==> src/rtl/spm_rr_arbiter.sv <==
// spm_rr_arbiter: round-robin front end that shares a single signed
// serial-parallel multiplier among N_REQ requesters. One operation is in
// flight at a time. A watchdog aborts an operation whose done never arrives.
module spm_rr_arbiter #(
    parameter int N_REQ   = 4,
    parameter int W       = 8,
    parameter int TIMEOUT = 32
) (
    input  logic                 clk,
    input  logic                 R,
    input  logic [N_REQ-1:0]     req,
    input  logic [N_REQ*W-1:0]   x_in,
    input  logic [N_REQ*W-1:0]   y_in,
    output logic [N_REQ-1:0]     grant,
    output logic [N_REQ-1:0]     rsp_valid,
    output logic [2*W-1:0]       rsp_p,
    output logic                 rsp_err,
    output logic                 busy,
    output logic [W-1:0]         spm_X,
    output logic [W-1:0]         spm_Y,
    output logic                 spm_Go,
    output logic                 spm_R,
    input  logic                 spm_done,
    input  logic [2*W-1:0]       spm_P
);

    localparam int IW  = (N_REQ > 1) ? $clog2(N_REQ) : 1;
    localparam int WDW = (TIMEOUT > 1) ? $clog2(TIMEOUT) : 1;

    localparam logic [2:0] S_IDLE    = 3'd0;
    localparam logic [2:0] S_ISSUE   = 3'd1;
    localparam logic [2:0] S_WAIT    = 3'd2;
    localparam logic [2:0] S_RESP    = 3'd3;
    localparam logic [2:0] S_RECOVER = 3'd4;

    // Round-robin scan starting at p; returns {found, index}. The scan runs
    // from the far end back toward p so the lowest offset from p wins.
    function automatic logic [IW:0] pick_winner(input logic [N_REQ-1:0] r,
                                                 input logic [IW-1:0]    p);
        logic [IW:0] res;
        int          idx;
        res = {(IW+1){1'b0}};
        for (int k = N_REQ - 1; k >= 0; k--) begin
            idx = int'(p) + k;
            if (idx >= N_REQ) begin
                idx = idx - N_REQ;
            end else begin
                idx = idx;
            end
            if (r[idx]) begin
                res = {1'b1, IW'(idx)};
            end else begin
                res = res;
            end
        end
        return res;
    endfunction

    // Requester index to one-hot vector.
    function automatic logic [N_REQ-1:0] onehot(input logic [IW-1:0] i);
        return {{(N_REQ-1){1'b0}}, 1'b1} << i;
    endfunction

    logic [2:0]       state_q,  state_d;
    logic [IW-1:0]    ptr_q,    ptr_d;
    logic [IW-1:0]    win_q,    win_d;
    logic [WDW-1:0]   wd_q,     wd_d;
    logic [W-1:0]     x_q,      x_d;
    logic [W-1:0]     y_q,      y_d;
    logic [2*W-1:0]   p_q,      p_d;
    logic             err_q,    err_d;
    logic [N_REQ-1:0] grant_q,  grant_d;
    logic [N_REQ-1:0] vld_q,    vld_d;
    logic             go_q,     go_d;
    logic             sr_q,     sr_d;
    logic             busy_q,   busy_d;
    logic [IW:0]      pick_s;
    logic [IW-1:0]    pick_idx_s;

    assign pick_s     = pick_winner(req, ptr_q);
    assign pick_idx_s = pick_s[IW-1:0];

    // Next-state and next-output computation for the arbitration FSM.
    always_comb begin
        state_d = state_q;
        ptr_d   = ptr_q;
        win_d   = win_q;
        wd_d    = wd_q;
        x_d     = x_q;
        y_d     = y_q;
        p_d     = p_q;
        err_d   = err_q;
        grant_d = {N_REQ{1'b0}};
        vld_d   = {N_REQ{1'b0}};
        go_d    = 1'b0;
        sr_d    = 1'b0;
        case (state_q)
            S_IDLE: begin
                if (pick_s[IW]) begin
                    win_d   = pick_idx_s;
                    x_d     = x_in[pick_idx_s*W +: W];
                    y_d     = y_in[pick_idx_s*W +: W];
                    if (pick_idx_s == IW'(N_REQ - 1)) begin
                        ptr_d = {IW{1'b0}};
                    end else begin
                        ptr_d = pick_idx_s + IW'(1);
                    end
                    grant_d = onehot(pick_idx_s);
                    go_d    = 1'b1;
                    state_d = S_ISSUE;
                end else begin
                    state_d = S_IDLE;
                end
            end
            S_ISSUE: begin
                wd_d    = {WDW{1'b0}};
                state_d = S_WAIT;
            end
            S_WAIT: begin
                // A done level seen in the first WAIT cycle may be left over
                // from the previous operation, so it is ignored there.
                if ((wd_q != {WDW{1'b0}}) && spm_done) begin
                    p_d     = spm_P;
                    err_d   = 1'b0;
                    vld_d   = onehot(win_q);
                    state_d = S_RESP;
                end else if (wd_q == WDW'(TIMEOUT - 1)) begin
                    p_d     = {(2*W){1'b0}};
                    err_d   = 1'b1;
                    sr_d    = 1'b1;
                    state_d = S_RECOVER;
                end else begin
                    wd_d = wd_q + WDW'(1);
                end
            end
            S_RECOVER: begin
                vld_d   = onehot(win_q);
                state_d = S_RESP;
            end
            S_RESP: begin
                p_d     = {(2*W){1'b0}};
                err_d   = 1'b0;
                state_d = S_IDLE;
            end
            default: begin
                state_d = S_IDLE;
            end
        endcase
        busy_d = (state_d != S_IDLE);
    end

    // State and registered outputs; reset aborts any operation in flight.
    always_ff @(posedge clk) begin
        if (R) begin
            state_q <= S_IDLE;
            ptr_q   <= {IW{1'b0}};
            win_q   <= {IW{1'b0}};
            wd_q    <= {WDW{1'b0}};
            x_q     <= {W{1'b0}};
            y_q     <= {W{1'b0}};
            p_q     <= {(2*W){1'b0}};
            err_q   <= 1'b0;
            grant_q <= {N_REQ{1'b0}};
            vld_q   <= {N_REQ{1'b0}};
            go_q    <= 1'b0;
            sr_q    <= 1'b1;
            busy_q  <= 1'b0;
        end else begin
            state_q <= state_d;
            ptr_q   <= ptr_d;
            win_q   <= win_d;
            wd_q    <= wd_d;
            x_q     <= x_d;
            y_q     <= y_d;
            p_q     <= p_d;
            err_q   <= err_d;
            grant_q <= grant_d;
            vld_q   <= vld_d;
            go_q    <= go_d;
            sr_q    <= sr_d;
            busy_q  <= busy_d;
        end
    end

    assign grant     = grant_q;
    assign rsp_valid = vld_q;
    assign rsp_p     = p_q;
    assign rsp_err   = err_q;
    assign busy      = busy_q;
    assign spm_X     = x_q;
    assign spm_Y     = y_q;
    assign spm_Go    = go_q;
    assign spm_R     = sr_q;

endmodule

==> config.mk <==
export PLATFORM = sky130hd
export DESIGN_NAME = spm_rr_arbiter
export DESIGN_NICKNAME = d
export VERILOG_FILES = /design/src/rtl/spm_rr_arbiter.sv
export SDC_FILE = /design/constraint.sdc
export NUM_CORES = 1
export LEC_CHECK = 0
export ABC_AREA = 0
export CAP_MARGIN = 25
export CELL_PAD_IN_SITES_DETAIL_PLACEMENT = 1
export CELL_PAD_IN_SITES_GLOBAL_PLACEMENT = 1
export CORE_ASPECT_RATIO = 1.1
export CORE_MARGIN = 3
export CORE_UTILIZATION = 29
export DETAILED_ROUTE_END_ITERATION = 10
export GPL_ROUTABILITY_DRIVEN = 0
export PLACE_DENSITY_LB_ADDON = 0.1
export RECOVER_POWER = 50
export REMOVE_ABC_BUFFERS = 1
export SYNTH_ARGS = -nofsm -noshare
export SYNTH_HDL_FRONTEND = slang
export SYNTH_SLANG_ARGS = --single-unit
==> constraint.sdc <==
create_clock -name clk -period 2.7 [get_ports clk]
set_clock_uncertainty 0.15 [all_clocks]
set_input_delay 0.54 -clock clk [delete_from_list [all_inputs] [get_ports clk]]
set_output_delay 0.54 -clock clk [all_outputs]
set_load 0.005 [all_outputs]
Yosys cells after proc, flatten, opt, wreduce, memory -nomap -nowiden:

Index checks and enable logic that the tools add are counted.

* logic and storage cells: 96
* flip-flop bits (word level): 56
* bits of input ports: 87

* $add $sub $neg: 9
* bitwise operators: 2
* shift operators: 4
* eq/ne operators: 9
* reductions and logical operators: 11
* multiplexer cells: 40
* $lt $le $gt $ge: 8

Operator list (number)
* $lt 32x4->1 const B: 4
* $mux 32: 4
* $shiftx 32x6->8: 2
* $mux 16: 2
* $pmux 16 s2: 1
* $mux 3: 6
* $mux 1: 15
* $pmux 3 s4: 1
* $sub 3x3->4 const B: 3
* $mux 5: 2
* $pmux 5 s2: 1
* $ge 3x3->1 const B: 3
* $bmux 1 s2: 4
* $pmux 4 s2: 1
* $shl 1x2->4 const A: 2
* $add 2x2->3 const B: 2
* $eq 3x2->1 const B: 2
* $add 5x1->5 const B: 1
* $eq 5x5->1 const B: 1
* $reduce_bool 5->1: 1
* $mux 4: 1
* $ne 2x2->1 const B: 2
* $reduce_and 2->1: 2
* $reduce_bool 2->1: 2
* other kinds (17): 18

Depth between registers and ports, before layout:

Gate-level depths: netlist (run 1).

* depth after elaboration: 13
* depth in mapped cells: 8

Worst setup path before layout (run 1):

Ideal clock, no wire load.

* kind: input port to flip-flop
* start point: in req[1]
* end point: reg x_q[0], in the netlist spm_X[0]
* stages: 6
* arrival: 1.745 ns
* required time: 2.419 ns
* setup slack: 0.674 ns
* library setup time: 0.131 ns
* cell sequence: nor4_1 nand2b_1 nor2_1 nand2_1 buf_2 o221ai_2

* word-level cells in the longest chain between the ends: 8

RTL lines
* from (decl): RTL line 11 `input logic [N_REQ-1:0] req,`
* $bmux 1 s2: RTL line 50 `if (r[idx]) begin`
* $mux 1 (not written as such) (2 in series): RTL line 50
* $mux 3 (3 in series): RTL line 50
* $mux 3 (*): RTL line 50
* $shiftx 32x6->8 / $reduce_and 2->1 (equally long branches)
* to (signal assigned): RTL line 159 `x_q <= {W{1'b0}};`
* to (decl): RTL line 68 `logic [W-1:0] x_q, x_d;`

Mark *: on every way between the ends. The rest lies on a longest branch, timed or not. The select of a mux whose other input is x is not followed.
A chain may end at the register's enable or synchronous reset.

Final worst setup path (run 1):

* start point: reg wd_q[0]
* end point: reg p_q[4], in the netlist rsp_p[4]

* word-level cells in the longest chain between the ends: 4

RTL lines
* from (decl): RTL line 67 `logic [WDW-1:0] wd_q, wd_d;`
* from (signal assigned): RTL line 158 `wd_q <= {WDW{1'b0}};`
* from (signal assigned): RTL line 172 `wd_q <= wd_d;`
* $reduce_bool 5->1: RTL line 122 `if ((wd_q != {WDW{1'b0}}) && spm_done) begin`
* $logic_and 1x1->1: RTL line 122
* $mux 16 / $ne 3x3->1 (equally long branches)
* $pmux 16 s2 / $reduce_and 2->1 (equally long branches)
* to (signal assigned): RTL line 161 `p_q <= {(2*W){1'b0}};`
* to (signal assigned): RTL line 175 `p_q <= p_d;`
* to (decl): RTL line 70 `logic [2*W-1:0] p_q, p_d;`

Several ways; a longest one is shown, not always the timed one.

==> results.json, run 1 <==
{
  "clockBufferDepth": 2,
  "synthArstFlopShare": 0,
  "dp_hpwl_um": 6300,
  "slew_headroom": 0.558,
  "finalSetupViolations": 0,
  "syn_avg_cell_area_sq_um": 9.74,
  "rsz0062_at_grt": "false",
  "path_buf_inv": 0,
  "antenna_found_initial": 0,
  "die_y_um": 105,
  "critical_path_depth": 6,
  "met1_usage": 0.193,
  "drt_iter0_drc": 72,
  "cts_tree": "built",
  "reg2reg_depth": 6,
  "drive_gt1_frac": 0.102,
  "r2r_setup_slack_ns": 0.27,
  "utilization": 0.489,
  "syn2layout_area_growth_pct": 62.0,
  "period_share": 0.901,
  "grt_busiest_layer": "met2",
  "initial_core_util": 0.302,
  "run_status": "completed",
  "cts_setup_buffers": 0,
  "vdd_ir_drop_max_v": 0.000262,
  "drt_first_pass_iters": 4,
  "cts-root-buf": "clkbuf_8",
  "multi_input_area_sq_mm": 0.00129,
  "hold_viol": 0,
  "diodes": 0,
  "die_w_um": 95.9,
  "cpPeakStageDelay_ns": 0.64,
  "cts_buffers": 5,
  "required_ns": 2.80,
  "crit_start": "wd_q[0]",
  "synth_top_family_by_area": "compound AO/OA/AOI/OAI gates",
  "vias": 2543,
  "synth-adder-area-share": 0.0145,
  "io_buffers": 130,
  "synth_xor_xnor_area_share": 0.0102,
  "nFillCells": 977,
  "ios": 131,
  "critPathTopFamily": "simple AND/OR/NAND/NOR gates",
  "synth_mux_area_frac": 0.0660,
  "core-area_sq_mm": 0.00854,
  "p_per_area_mw_per_mm2": 512,
  "placedCellCount": 505,
  "ant_nets": 0,
  "hold_depth": 1,
  "critical_path_arrival_ns": 2.53,
  "netlist_top_cells_area": "dfxtp_1 (43%), mux2i_1 (6.6%), o221ai_2 (5.2%)",
  "ctsHtreeMaxLevel": 2,
  "cts_resized": 0,
  "clk_latency_ns": 0.31,
  "hp-start": "rsp_err",
  "path_class": "register to register",
  "max_freq_mhz": 411,
  "hold_path_class": "register to register",
  "synth_seq_cells": 56,
  "grt_overflow": 0,
  "crit_top_cell": "ha_1",
  "cp-end-kind": "register",
  "via_per_inst": 4.96,
  "synth_top_area_frac": 0.435,
  "rr_startpoint": "wd_q[0]",
  "syn_area_sq_mm": 0.00258,
  "ys_seq_area_frac": 0.435,
  "cap_violations": 0,
  "crit_chain": "ha_1 -> and3_1 -> ha_1 -> o21ai_0 -> nor3b_4 -> a22o_1",
  "clk_pin_slew_ns": 0.10,
  "finalMaxSlewViolations": 0,
  "hold_buffers": 0,
  "synth_edf_count": 0,
  "grt_usage": 0.158,
  "critPathLaunchType": "register",
  "die_area_sq_mm": 0.0101,
  "synth_area_leader_cell": "dfxtp_1",
  "p_leak_uw": 0.00179,
  "cp_slowest_cell": "nor3b_4",
  "grt_max_degree": 18,
  "yosys.area_share.simple": 0.165,
  "wl_per_cell_um": 15.8,
  "fin_cells": 513,
  "drc": 0,
  "register_area_sq_mm": 0.00112,
  "setup-tns-final_ns": 0,
  "period_minus_slack_ns": 2.43,
  "grt_pass1_wl_um": 12600,
  "grt_pass1_vias": 2546,
  "nets": 491,
  "critPathMaxFanout": 16,
  "met3_usage": 0.0576,
  "synthFlopType": "dfxtp_1",
  "synth_compound_area_frac": 0.246,
  "num_rows": 35,
  "synth_cell_type_count": 45,
  "wirelength_um": 8110,
  "use_met2": 0.261,
  "clock-sinks": 56,
  "yosys_warnings": 0,
  "worst_pin_slew_ns": 0.662,
  "syn-instance-count": 265
}
==> layer usage <==
layer / vias up / share of wire
met3: 4 / 0.091
met5: - / 0
met4: 0 / 0.0070
met2: 87 / 0.47
met1: 1205 / 0.43
li1: 1247 / -
==> final timing paths <==
path | end
min reg2reg | rsp_err
max reg2reg | rsp_p[4]
min | rsp_err
max | rsp_p[4]
==> synthesized netlist by cell type, types with 2 or more instances <==
| master | instances |
|---|---|
| dfxtp_1 | 56 |
| inv_1 | 20 |
| and3_1 | 19 |
| mux2i_1 | 17 |
| nor2_1 | 17 |
| a22oi_1 | 16 |
| a22o_1 | 15 |
| nand2_1 | 14 |
| a21oi_1 | 13 |
| o221ai_2 | 9 |
| clkbuf_1 | 7 |
| o221ai_1 | 7 |
| buf_2 | 6 |
| nand2b_1 | 4 |
| ha_1 | 3 |
| nor2b_1 | 3 |
| a211oi_1 | 2 |
| a21o_1 | 2 |
| buf_6 | 2 |
| nand3_1 | 2 |
| nor2_2 | 2 |
| nor3_1 | 2 |
| nor4_1 | 2 |
| nor4b_1 | 2 |
| o21ai_0 | 2 |
| xor2_1 | 2 |
==> through the flow <==
| step | total power, uW | hold slack (ns) | instance area [sq um] | worst slack [ns] |
|---|---|---|---|---|
| 4_1_cts | 2200 | 0.328 | 4190 | 0.265 |
| 3_5_place_dp | 1690 | 0.303 | 4090 | 0.00789 |
| 5_1_grt | 2260 | 0.343 | 4180 | 0.0688 |
| 2_1_floorplan | 1270 | 0.299 | 2490 | 0.0521 |
| 6_report | 2140 | 0.309 | 4180 | 0.267 |
| 3_3_place_gp | 1690 | 0.287 | 4090 | 0.0624 |
==> layout make-up <==
| type | instances | area share |
|---|---|---|
| tap | 111 | 0.0332 |
| clock buffer | 6 | 0.0198 |
| multi-input combinational | 172 | 0.310 |
| timing repair buffer | 145 | 0.346 |
| inverter | 21 | 0.0189 |
| clock inverter | 2 | 0.00359 |
| sequential | 56 | 0.268 |
==> where the power goes <==
| part | leakage [uW] | internal, uW | total (uW) | switching (uW) |
|---|---|---|---|---|
| clock network | 0.0000434 | 209 | 496 | 287 |
| registers | 0.000457 | 907 | 962 | 55.6 |
| logic | 0.00128 | 386 | 680 | 294 |
| total | 0.00179 | 1500 | 2140 | 637 |
==> flip-flops by register name, summed over array words and instances, names as in the netlist <==
signal,cells
rsp_p,16
spm_X,8
spm_Y,8
wd_q,5
grant,4
rsp_valid,4
state_q,3
ptr_q,2
win_q,2
busy,1
rsp_err,1
spm_Go,1
spm_R,1
==> cell usage in the layout, fill, tap and decap left out, drive strengths merged, types with 5 or more instances in the layout <==
cell type,netlist,routed
clkdlybuf4s50,0,90
dfxtp,56,56
dlygate4sd3,0,40
inv,21,21
and3,19,19
nor2,19,19
mux2i,17,17
a22oi,16,16
o221ai,16,16
a22o,15,15
nand2,14,14
a21oi,14,14
buf,9,14
clkbuf,7,7
nand2b,5,5
==> cell families after synthesis <==
group,count (synthesis)
AOI/OAI and AO/OA,74
and+or+nand+nor,75
DFF,56
buffers and inverters,37
xor gates and xnor gates,3
adders and majority gates,3
muxes,17
No activity file was read; power rests on OpenSTA's default activity.
==> inputs of run 2 (changes only) <==
--- a/config.mk
+++ b/config.mk
@@ -14,6 +14,7 @@
 export CORE_UTILIZATION = 29
 export DETAILED_ROUTE_END_ITERATION = 10
 export GPL_ROUTABILITY_DRIVEN = 0
+export HOLD_SLACK_MARGIN = 0.1
 export PLACE_DENSITY_LB_ADDON = 0.1
 export RECOVER_POWER = 50
 export REMOVE_ABC_BUFFERS = 1
==> results of run 2 <==
Final layout, timing and power as in run 1 (identical DEF).
